`config.mk`:
```
export PLATFORM = sky130hd
export DESIGN_NAME = mem_access_unit
export DESIGN_NICKNAME = d
export VERILOG_FILES = /design/src/rtl/mem_access_unit.sv
export SDC_FILE = /design/constraint.sdc
export NUM_CORES = 1
export LEC_CHECK = 0
export CORE_UTILIZATION = 32
export CTS_BUF_LIST = sky130_fd_sc_hd__clkbuf_4 sky130_fd_sc_hd__clkbuf_8
export DETAILED_ROUTE_END_ITERATION = 7
export PLACE_DENSITY = 0.64
export REMOVE_ABC_BUFFERS = 1
export SLEW_MARGIN = 20
export SYNTH_ARGS = -nofsm -noshare
export SYNTH_HDL_FRONTEND = slang
export SYNTH_SLANG_ARGS = --single-unit
```
`constraint.sdc`:
```
create_clock -name clk -period 2.6 [get_ports clk]
set_input_delay 0.26 -clock clk [delete_from_list [all_inputs] [get_ports clk]]
set_output_delay 0.26 -clock clk [all_outputs]
set_load 0.02 [all_outputs]
```
`src/rtl/mem_access_unit.sv`:
```
// mem_access_unit: MEM-stage load/store initiator with sub-word extension and read-modify-write stores
module mem_access_unit #(
  parameter int MEM_WORDS = 100
) (
  input  logic        clk,
  input  logic        rst,
  input  logic        req_valid,
  input  logic        req_we,
  input  logic [1:0]  req_size,
  input  logic        req_signed,
  input  logic [31:0] req_addr,
  input  logic [31:0] req_wdata,
  output logic        stall,
  output logic        done,
  output logic        fault,
  output logic [31:0] rdata,
  output logic [31:0] mem_addr,
  output logic [31:0] mem_wd,
  output logic        mem_we,
  input  logic [31:0] mem_rd
);
  typedef enum logic [2:0] {IDLE, LOAD, STORE, RMW_RD, RMW_WR, DONE} state_t;
  state_t state, nxt;
  logic [31:0] addr_q, wdata_q, merge_q, mask, merged, ld_val;
  logic [1:0]  size_q;
  logic        sgn_q, fault_q, req_fault;
  logic [7:0]  lane_b;
  logic [15:0] lane_h;
  logic [4:0]  sh;
  assign req_fault = (req_size == 2'b11) | (req_size == 2'b01 & req_addr[0]) |
                     (req_size == 2'b10 & |req_addr[1:0]) | (req_addr[31:2] >= 30'(MEM_WORDS));
  assign sh     = {addr_q[1:0], 3'b000};
  assign lane_b = 8'(mem_rd >> sh);
  assign lane_h = addr_q[1] ? mem_rd[31:16] : mem_rd[15:0];
  assign ld_val = size_q == 2'b00 ? {{24{sgn_q & lane_b[7]}}, lane_b} :
                  size_q == 2'b01 ? {{16{sgn_q & lane_h[15]}}, lane_h} : mem_rd;
  // Sub-word stores only ever see byte or halfword sizes here; faults never reach RMW.
  assign mask   = (size_q == 2'b00 ? 32'h0000_00ff : 32'h0000_ffff) << sh;
  assign merged = (mem_rd & ~mask) | ((wdata_q << sh) & mask);
  always_comb begin
    nxt      = state;
    stall    = 1'b0;
    done     = 1'b0;
    fault    = 1'b0;
    mem_we   = 1'b0;
    mem_addr = {2'b00, addr_q[31:2]};
    mem_wd   = state == RMW_WR ? merge_q : wdata_q;
    unique case (state)
      IDLE:    nxt = !req_valid ? IDLE : req_fault ? DONE : !req_we ? LOAD :
                     req_size == 2'b10 ? STORE : RMW_RD;
      LOAD:    nxt = DONE;
      STORE:   nxt = DONE;
      RMW_RD:  nxt = RMW_WR;
      RMW_WR:  nxt = DONE;
      DONE:    nxt = IDLE;
      default: nxt = IDLE;
    endcase
    stall  = ~rst & ((state == IDLE & req_valid) | (state inside {LOAD, STORE, RMW_RD, RMW_WR}));
    done   = state == DONE;
    fault  = done & fault_q;
    mem_we = ~rst & (state == STORE | state == RMW_WR);
  end
  always_ff @(posedge clk) begin
    if (rst) begin
      state   <= IDLE;
      addr_q  <= '0;
      wdata_q <= '0;
      merge_q <= '0;
      size_q  <= '0;
      sgn_q   <= 1'b0;
      fault_q <= 1'b0;
      rdata   <= '0;
    end else begin
      state <= nxt;
      if (state == IDLE && req_valid) begin
        addr_q  <= req_addr;
        wdata_q <= req_wdata;
        size_q  <= req_size;
        sgn_q   <= req_signed;
        fault_q <= req_fault;
      end
      if (state == LOAD) rdata <= ld_val;
      if (state == RMW_RD) merge_q <= merged;
    end
  end
endmodule

```
# [Word-level counts from Yosys, hierarchy flattened]
# Index checks and enable logic that the tools add are counted.
[totals] ff_bits=135 in_bits=103 output_inout_bits=100 word_cells=55
[classes] n_lt_le_gt_ge=1 eq_ne=9 shift=3 n_mux=10 n_bitwise=18 reduce_logical=6
[op_table] cell="two-way mux 32 bit" count=3
[op_table] cell="bitwise AND 32 bit" count=2
[op_table] cell="two-way mux 16 bit" count=2
[op_table] cell="inverter 32 bit" count=1
[op_table] cell="bitwise OR 32 bit" count=1
[op_table] cell="<< shifter 16 x 5 -> 32 bit" count=1
[op_table] cell="<< shifter 32 x 5 -> 32 bit" count=1
[op_table] cell="right shift 32 x 5 -> 8 bit" count=1
[op_table] cell="greater-or-equal comparator 30 x 7 -> 1 bit, second input constant" count=1
[op_table] cell="one-hot mux 3 bit (3 select lines)" count=1
[op_table] cell="bitwise AND 1 bit" count=8
[op_table] cell="equality test 3 x 2 -> 1 bit, second input constant" count=2
[op_table] cell="equality test 3 bit, second input constant" count=2
[op_table] cell="two-way mux 3 bit" count=2
[op_table] cell="bitwise OR 1 bit" count=5
[op_table] cell="equality test 2 x 1 -> 1 bit, second input constant" count=2
[op_table] cell="equality test 2 bit, second input constant" count=2
[op_table] cell="nonzero test 4 bit" count=1
[op_table] cell="equality test 3 x 1 -> 1 bit, second input constant" count=1
[op_table] cell="zero test 3 bit" count=1
[op_table] cell="OR reduction 3 bit" count=1
[op_table] cell="zero test 2 bit" count=1
[op_table] cell="two-way mux 2 bit" count=1
[op_table] cell="OR reduction 2 bit" count=1
[op_table] cell="other kinds (3)" count=3

# [Logic depth before layout (Yosys ltp)]
# Gate-level depths: netlist of run 1.
[logic_depth] depth_word=8 mapped_depth=7 ltp_nobuf=4

# [Worst setup path before layout of run 1]
# OpenSTA, ideal clock, no wires.
[synth_timing] path_type="register -> output" startpoint="register state[2]" endpoint="output mem_wd[10]" arrival_ns=1.420 required_time_ns=2.340 path_slack_ns=0.920 path_stages_with_launch=5 cell_sequence="dfxtp_1 buf_2 nor3b_1 buf_2 mux2_2"
[synth_via] elab_chain_len=2
[synth_lines] element="start, declared" line="23" source="state_t state, nxt;"
[synth_lines] element="start signal, assigned" line="74" source="state <= nxt;"
[synth_lines] element="equality test 3 bit" line="47" source="mem_wd = state == RMW_WR ? merge_q : wdata_q;"
[synth_lines] element="two-way mux 32 bit" line="47"
[synth_lines] element="end, declared" line="18" source="output logic [31:0] mem_wd,"
# Every way passes these cells.

# [Worst setup path after layout of run 1]
[layout_timing] startpoint="register state[1]" endpoint="output mem_wd[10]"
# Same word-level chain as after synthesis.

==> reports/metrics.cfg, run 1 <==
[die]
coreArea_mm2 = 0.0198
io_pins = 203
rows = 51
initial_core_util_pct = 33.1
die_width_um = 145
die_y_um = 145
dieArea_mm2 = 0.0211

[clock_network]
root_buffer = clkbuf_8
max-clock-path-buffers = 2
cts_tree = yes
holdBufCountCts = 0
htree_levels = 4
cts.sinks = 135
clock_latency_ns = 0.45
post_cts_buffers = 0
clkTransAtPathRegs_ns = 0.08
cts_made_buffers = 17

[yosys]
ys_ff_latch = 135
yosys-top-cells-area = dfxtp_1, nand2_1, a21oi_1, mux2_2, buf_4
seq_area_frac_synth_pct = 41.2
synthDominantCellAreaShare_pct = 41.2
synth_top_area_cell = dfxtp_1
async_flop_share_pct = 0
synth_top_family_by_area = compound AO/OA/AOI/OAI gates
synth_edf_count = 0
synth_xor_area_share_pct = 0.134
synth_mux_area_share_pct = 8.93
synth-simple-area-share_pct = 18.2
synthAdderAreaFrac_pct = 0
synthDistinctLibCells = 45
avgSynthCellArea_um2 = 8.15
synth_compound_area_share_pct = 22.4
ys_warn_count = 0
synth_area_mm2 = 0.00656
ys.flop_type = dfxtp_1
netlist_instances = 804

[routing]
drc = 0
wl_um = 21200
drtAntennaViolNets = 0
first_iter_violations = 414
wl_per_cell_um = 17.3
vias = 6168
viasPerCell = 5.04
drtPass1Iterations = 5

[cells_and_area]
finalInstanceArea_mm2 = 0.00893
drive_gt1_share_pct = 10.5
n_antenna_cell = 0
nets = 1051
synthToLayoutAreaGrowth_pct = 36.2
fillers = 2010

[global_route]
met3_usage_pct = 5.63
grt-ovfl-total = 0
use_met1_pct = 27.1
grt_pass1_wl_um = 33400
grt_pass1_vias = 5809
antenna_found_initial = 0
grt_max_degree = 65
grtUsageTotal_pct = 20.2
grt_busiest_layer = met2
grt_util_met2_pct = 31.3

[setup_path]
cp.arrival_ns = 2.25
crit_required_ns = 2.34
crit_type = reg2out
critical_path_peak_fanout = 10
start_kind = register
ff2ff_path_depth = 4
crit_path_end_kind = output port

[sta]
min_period_ns = 2.51
slew_headroom_pct = 36.8
finalClockSkew_ns = 0.00638
timing.final.crit_share_pct = 96.5
hold_ws_ns = 0.171
maxSlewViolCount = 0
fin_setup_tns_ns = 0
setup_violations = 0
hold_viol_final = 0
worst_pin_slew_ns = 0.946
fmax_mhz = 399
rsz0062_at_grt = false

[job]
max-cap-violations = 0

[worst_hold_path]
hp-class = in2reg
holdPathStages = 2

[pwr]
p_total_mw = 5.19
p_leak_nw = 3.20
irDropWorstVdd_uv = 319
p_per_area_mw_per_mm2 = 581

[outcome]
status = finished clean

[place]
routabilityCongestion = 0.770
portBuffers = 200
post_dp_cell_area_mm2 = 0.00855
hpwl_um = 15100

cells in the mapped netlist, drive strengths merged, types with 2 or more instances:
master,count
a211oi,31
a21oi,99
a221oi,7
a22o,14
a22oi,7
a311oi,9
a31oi,2
and2,2
and4b,2
buf,67
clkbuf,33
dfxtp,135
inv,10
mux2,29
mux2i,9
mux4,7
nand2,195
nand3b,11
nor2,53
nor2b,3
nor3,6
nor3b,2
nor4,7
o211ai,15
o21a,3
o21ai,25
o221ai,8
or2,2
cells in the final DEF, fill, tap and decap left out, types with 8 or more instances in the layout:
cell type,n
nand3b_1,11
a21oi_1,99
buf_4,23
mux2_2,26
dfxtp_1,135
a22o_1,14
a311oi_1,9
o21ai_0,24
mux2i_1,9
clkdlybuf4s50_1,175
nand2_1,194
dlygate4sd2_1,20
a211oi_1,31
o211ai_1,15
clkbuf_8,18
nor2_1,53
o221ai_1,8
inv_1,10
layer usage:
| metal | share of wire (%) | vias up |
|---|---|---|
| met3 | 7.8 | 29 |
| li1 | - | 3059 |
| met2 | 46 | 225 |
| met5 | 0 | - |
| met4 | 2.0 | 0 |
| met1 | 44 | 2855 |
cells by family after synthesis:
| kind of cell | Yosys count |
|---|---|
| AO/OA/AOI/OAI | 226 |
| XOR/XNOR | 1 |
| buffers and inverters | 110 |
| flip-flops | 135 |
| multiplexers | 45 |
| other | 1 |
| AND/OR/NAND/NOR | 286 |
layout make-up:
cell class | instances | area, µm² | area share, %
multi-input cells | 560 | 3290 | 36.8
flip-flops and latches | 135 | 2700 | 30.3
repair buffers | 224 | 2190 | 24.5
well taps | 265 | 332 | 3.71
clock buffers | 19 | 255 | 2.86
clock inverters | 10 | 131 | 1.47
inverters | 10 | 37.5 | 0.420
power breakdown:
part / internal, mW / switching, mW
Sequential: 2.18 / 0.0782
Combinational: 0.539 / 0.613
Clock: 0.960 / 0.814
state kept, by name (all words and copies together) (netlist names):
signal / cells
addr_q: 32
merge_q: 32
rdata: 32
wdata_q: 32
state: 3
size_q: 2
fault_q: 1
sgn_q: 1
worst max-delay path: stages, from the launching register on:
cell and delay [ns]:
dfxtp_1 0.43, nor3b_4 0.31, buf_6 0.18, mux2_2 0.33, clkdlybuf4s50_1 0.54
final timing paths:
path                       startpoint                        to  slack, ns
max               state[1]$_SDFF_PP0_                mem_wd[10]       0.09
min                               rst   addr_q[20]$_SDFFE_PP0P_       0.17
max reg2reg    addr_q[0]$_SDFFE_PP0P_  merge_q[16]$_SDFFE_PP0P_       0.47
min reg2reg  wdata_q[19]$_SDFFE_PP0P_  wdata_q[19]$_SDFFE_PP0P_       0.45
repair_timing:
action / 4_1_cts / 5_1_grt
pin swaps: 1 / 0
gates resized for setup: 20 / 5
cloned: 0 / 0
endpoints found under the hold margin: 0 / 0
endpoints found under the setup margin: 21 / 8
metrics by stage:
| stage | cells | util [%] | setup WS [ns] |
|---|---|---|---|
| 3_3_place_gp | 1194 | 43.2 | 0.494 |
| 3_5_place_dp | 1194 | 43.2 | 0.453 |
| 4_1_cts | 1223 | 45.1 | 0.0175 |
| 2_1_floorplan | 705 | - | -1.51 |
| 5_1_grt | 1223 | 45.2 | 0.0136 |
| 6_report | 1223 | 45.2 | 0.0920 |
(Power assumes the default switching activity.)
==> inputs of run 2 (changes only) <==
PLACE_DENSITY = not set   (was 0.64)
==> reports/metrics.cfg, run 2 (synthesized netlist as in run 1, its figures left out) <==
[outcome]
status = finished clean

[sta]
fmax_mhz = 397  ; -0.50%
slew_headroom_pct = 52.0  ; +15 points
worst_pin_slew_ns = 0.718  ; -0.228 ns
finalClockSkew_ns = 0.0121  ; +0.00570 ns
hold_viol_final = 0  ; unchanged
min_period_ns = 2.52  ; +0.0126 ns
setup_violations = 0  ; unchanged
maxSlewViolCount = 0  ; unchanged
rsz0062_at_grt = false
timing.final.crit_share_pct = 96.9  ; +0.48 points

[place]
hpwl_um = 14700  ; -3.2%
routabilityCongestion = 0.800  ; +3.8%
post_dp_cell_area_mm2 = 0.00855  ; about the same
portBuffers = 200  ; unchanged

[global_route]
grt_pass1_vias = 5947  ; +2.4%
met3_usage_pct = 5.47  ; -0.16 points
grtUsageTotal_pct = 20.3  ; +0.11 points
use_met1_pct = 28.2  ; +1.1 points
grt-ovfl-total = 0  ; unchanged
grt_pass1_wl_um = 33800  ; +1.3%
grt_max_degree = 129  ; +98%
antenna_found_initial = 0  ; unchanged
grt_util_met2_pct = 30.7  ; -0.58 points
grt_busiest_layer = met2

[cells_and_area]
finalInstanceArea_mm2 = 0.00906  ; +1.4%
n_antenna_cell = 0  ; unchanged
post-route-util_pct = 45.8  ; +0.63 points
drive_gt1_share_pct = 11.0  ; +0.48 points
final_common_cell = nand2_1
nets = 1052  ; +0.095%
synthToLayoutAreaGrowth_pct = 38.1
layout_common_cells = nand2_1, clkdlybuf4s50_1, dfxtp_1

[pwr]
p_per_area_mw_per_mm2 = 580  ; about the same
pwr-share-clk_pct = 34.6  ; +0.4 points
irDropWorstVdd_uv = 313  ; -2.0%
p_sw_mw = 1.60  ; +6.5%
pwr-share-comb_pct = 22.3  ; about the same
seqPwrFrac_pct = 43.1  ; -0.5 points
p_int_mw = 3.65  ; -0.76%
p_leak_nw = 3.41  ; +6.6%
swShare_pct = 30.5  ; +1.5 points

[routing]
first_iter_violations = 342  ; -17%
vias = 6206  ; +0.62%
wl_per_cell_um = 17.3  ; -0.27%
drtAntennaViolNets = 0  ; unchanged
drc = 0  ; unchanged
wl_um = 21200  ; about the same
viasPerCell = 5.06  ; +0.29%
drtPass1Iterations = 4  ; -1

[setup_path]
crit_path_end_kind = output port
r2r_end = rdata[17]$_SDFFE_PP0P_
worstSetupStartpoint = state[0]$_SDFF_PP0_
worst_r2r_startpoint = state[2]$_SDFF_PP0_
r2r_slack_ns = 0.66  ; +0.19 ns
crit_required_ns = 2.34  ; about the same
crit_type = reg2out
start_kind = register
worstSetupEndpoint = mem_wd[30]
cp.arrival_ns = 2.26  ; about the same
ff2ff_path_depth = 4  ; unchanged
critical_path_peak_fanout = 15  ; +5

[job]
max-cap-violations = 0  ; unchanged

[worst_hold_path]
hp-class = in2reg
min_from = rst

[clock_network]
htree_levels = 4  ; unchanged
root_buffer = clkbuf_8
cts_made_buffers = 17  ; unchanged
cts_tree = yes
cts.sinks = 135  ; unchanged
clock_latency_ns = 0.45  ; about the same
max-clock-path-buffers = 2  ; unchanged
clkTransAtPathRegs_ns = 0.08  ; about the same

[die]
rows = 51  ; unchanged
die_y_um = 145  ; unchanged
io_pins = 203  ; unchanged
coreArea_mm2 = 0.0198  ; unchanged
die_width_um = 145  ; unchanged
initial_core_util_pct = 33.1  ; unchanged
dieArea_mm2 = 0.0211  ; unchanged

==> run 2: cell count changes in the layout (fill, tap and decap cells not counted), sizes merged <==
cell / change
clkinvlp: +1
bufinv: -1
buf: -1
clkdlybuf4s50: +4
clkbuf: +1
dlymetal6s2s: +16
inv: +3
dlygate4sd2: -19
==> run 2: timing repair <==
action                                  4_1_cts  5_1_grt
buffers inserted                              0        1
resized for setup                             3       20
endpoints found under the setup margin       29       27
pin swaps                                     0        1
cloned                                        0        1
hold buffers                                  0        0
==> run 2: stage by stage <==
stage          power [mW]  setup WS [ns]  hold WS, ns  setup TNS (ns)  cells
6_report             5.26         0.0795       0.0741               0   1227
5_1_grt              5.51       0.000301       0.0492               0   1227
4_1_cts              5.30        0.00294       0.0416               0   1225
3_5_place_dp         3.47          0.440        0.447               0   1193
3_3_place_gp         3.46          0.444        0.440               0   1193
2_1_floorplan        2.86          -1.51        0.329          -42.32    705
==> run 2: power by group through the flow <==
stage	combinational, mW	sequential, mW	clock (mW)
2_1_floorplan	0.452	2.41	0
4_1_cts	1.16	2.27	1.87
6_report	1.17	2.27	1.82
3_3_place_gp	1.16	2.31	0
3_5_place_dp	1.16	2.31	0
5_1_grt	1.27	2.28	1.96
==> run 2: worst min-delay path by stage <==
| stage | slack [ns] | end | cells past startpoint |
|---|---|---|---|
| floorplan | 0.33 | addr_q[0]$_SDFFE_PP0P_ | 1 |
| finish | 0.07 | addr_q[11]$_SDFFE_PP0P_ | 2 |
| CTS | 0.04 | wdata_q[22]$_SDFFE_PP0P_ | 2 |
| global route | 0.05 | addr_q[9]$_SDFFE_PP0P_ | 2 |
| detailed placement | 0.45 | wdata_q[16]$_SDFFE_PP0P_ | 2 |
| global placement | 0.44 | addr_q[7]$_SDFFE_PP0P_ | 2 |
==> run 2: worst max-delay path: stages (launching register included) <==
cell             delay [ns]
dfxtp_2                0.38
nor3b_4                0.24
buf_12                 0.15
buf_12                 0.16
mux2_2                 0.34
clkdlybuf4s50_1        0.54
==> run 2: per-layer routing <==
| layer | vias up | part of all wire (%) | wire (µm) |
|---|---|---|---|
| li1 | 3077 | - | - |
| met1 | 2911 | 48 | 10100 |
| met2 | 201 | 45 | 9500 |
| met3 | 17 | 6.3 | 1330 |
| met4 | 0 | 1.2 | 257 |
| met5 | - | 0 | 0 |
==> run 2: area by class of cell <==
type | count | area (µm²)
Timing Repair Buffer | 225 | 2290
Fill cell | 2027 | 10700
Sequential cell | 135 | 2710
Multi-Input combinational cell | 560 | 3290
Clock inverter | 13 | 146
Inverter | 10 | 37.5
Tap cell | 265 | 332
Clock buffer | 19 | 262
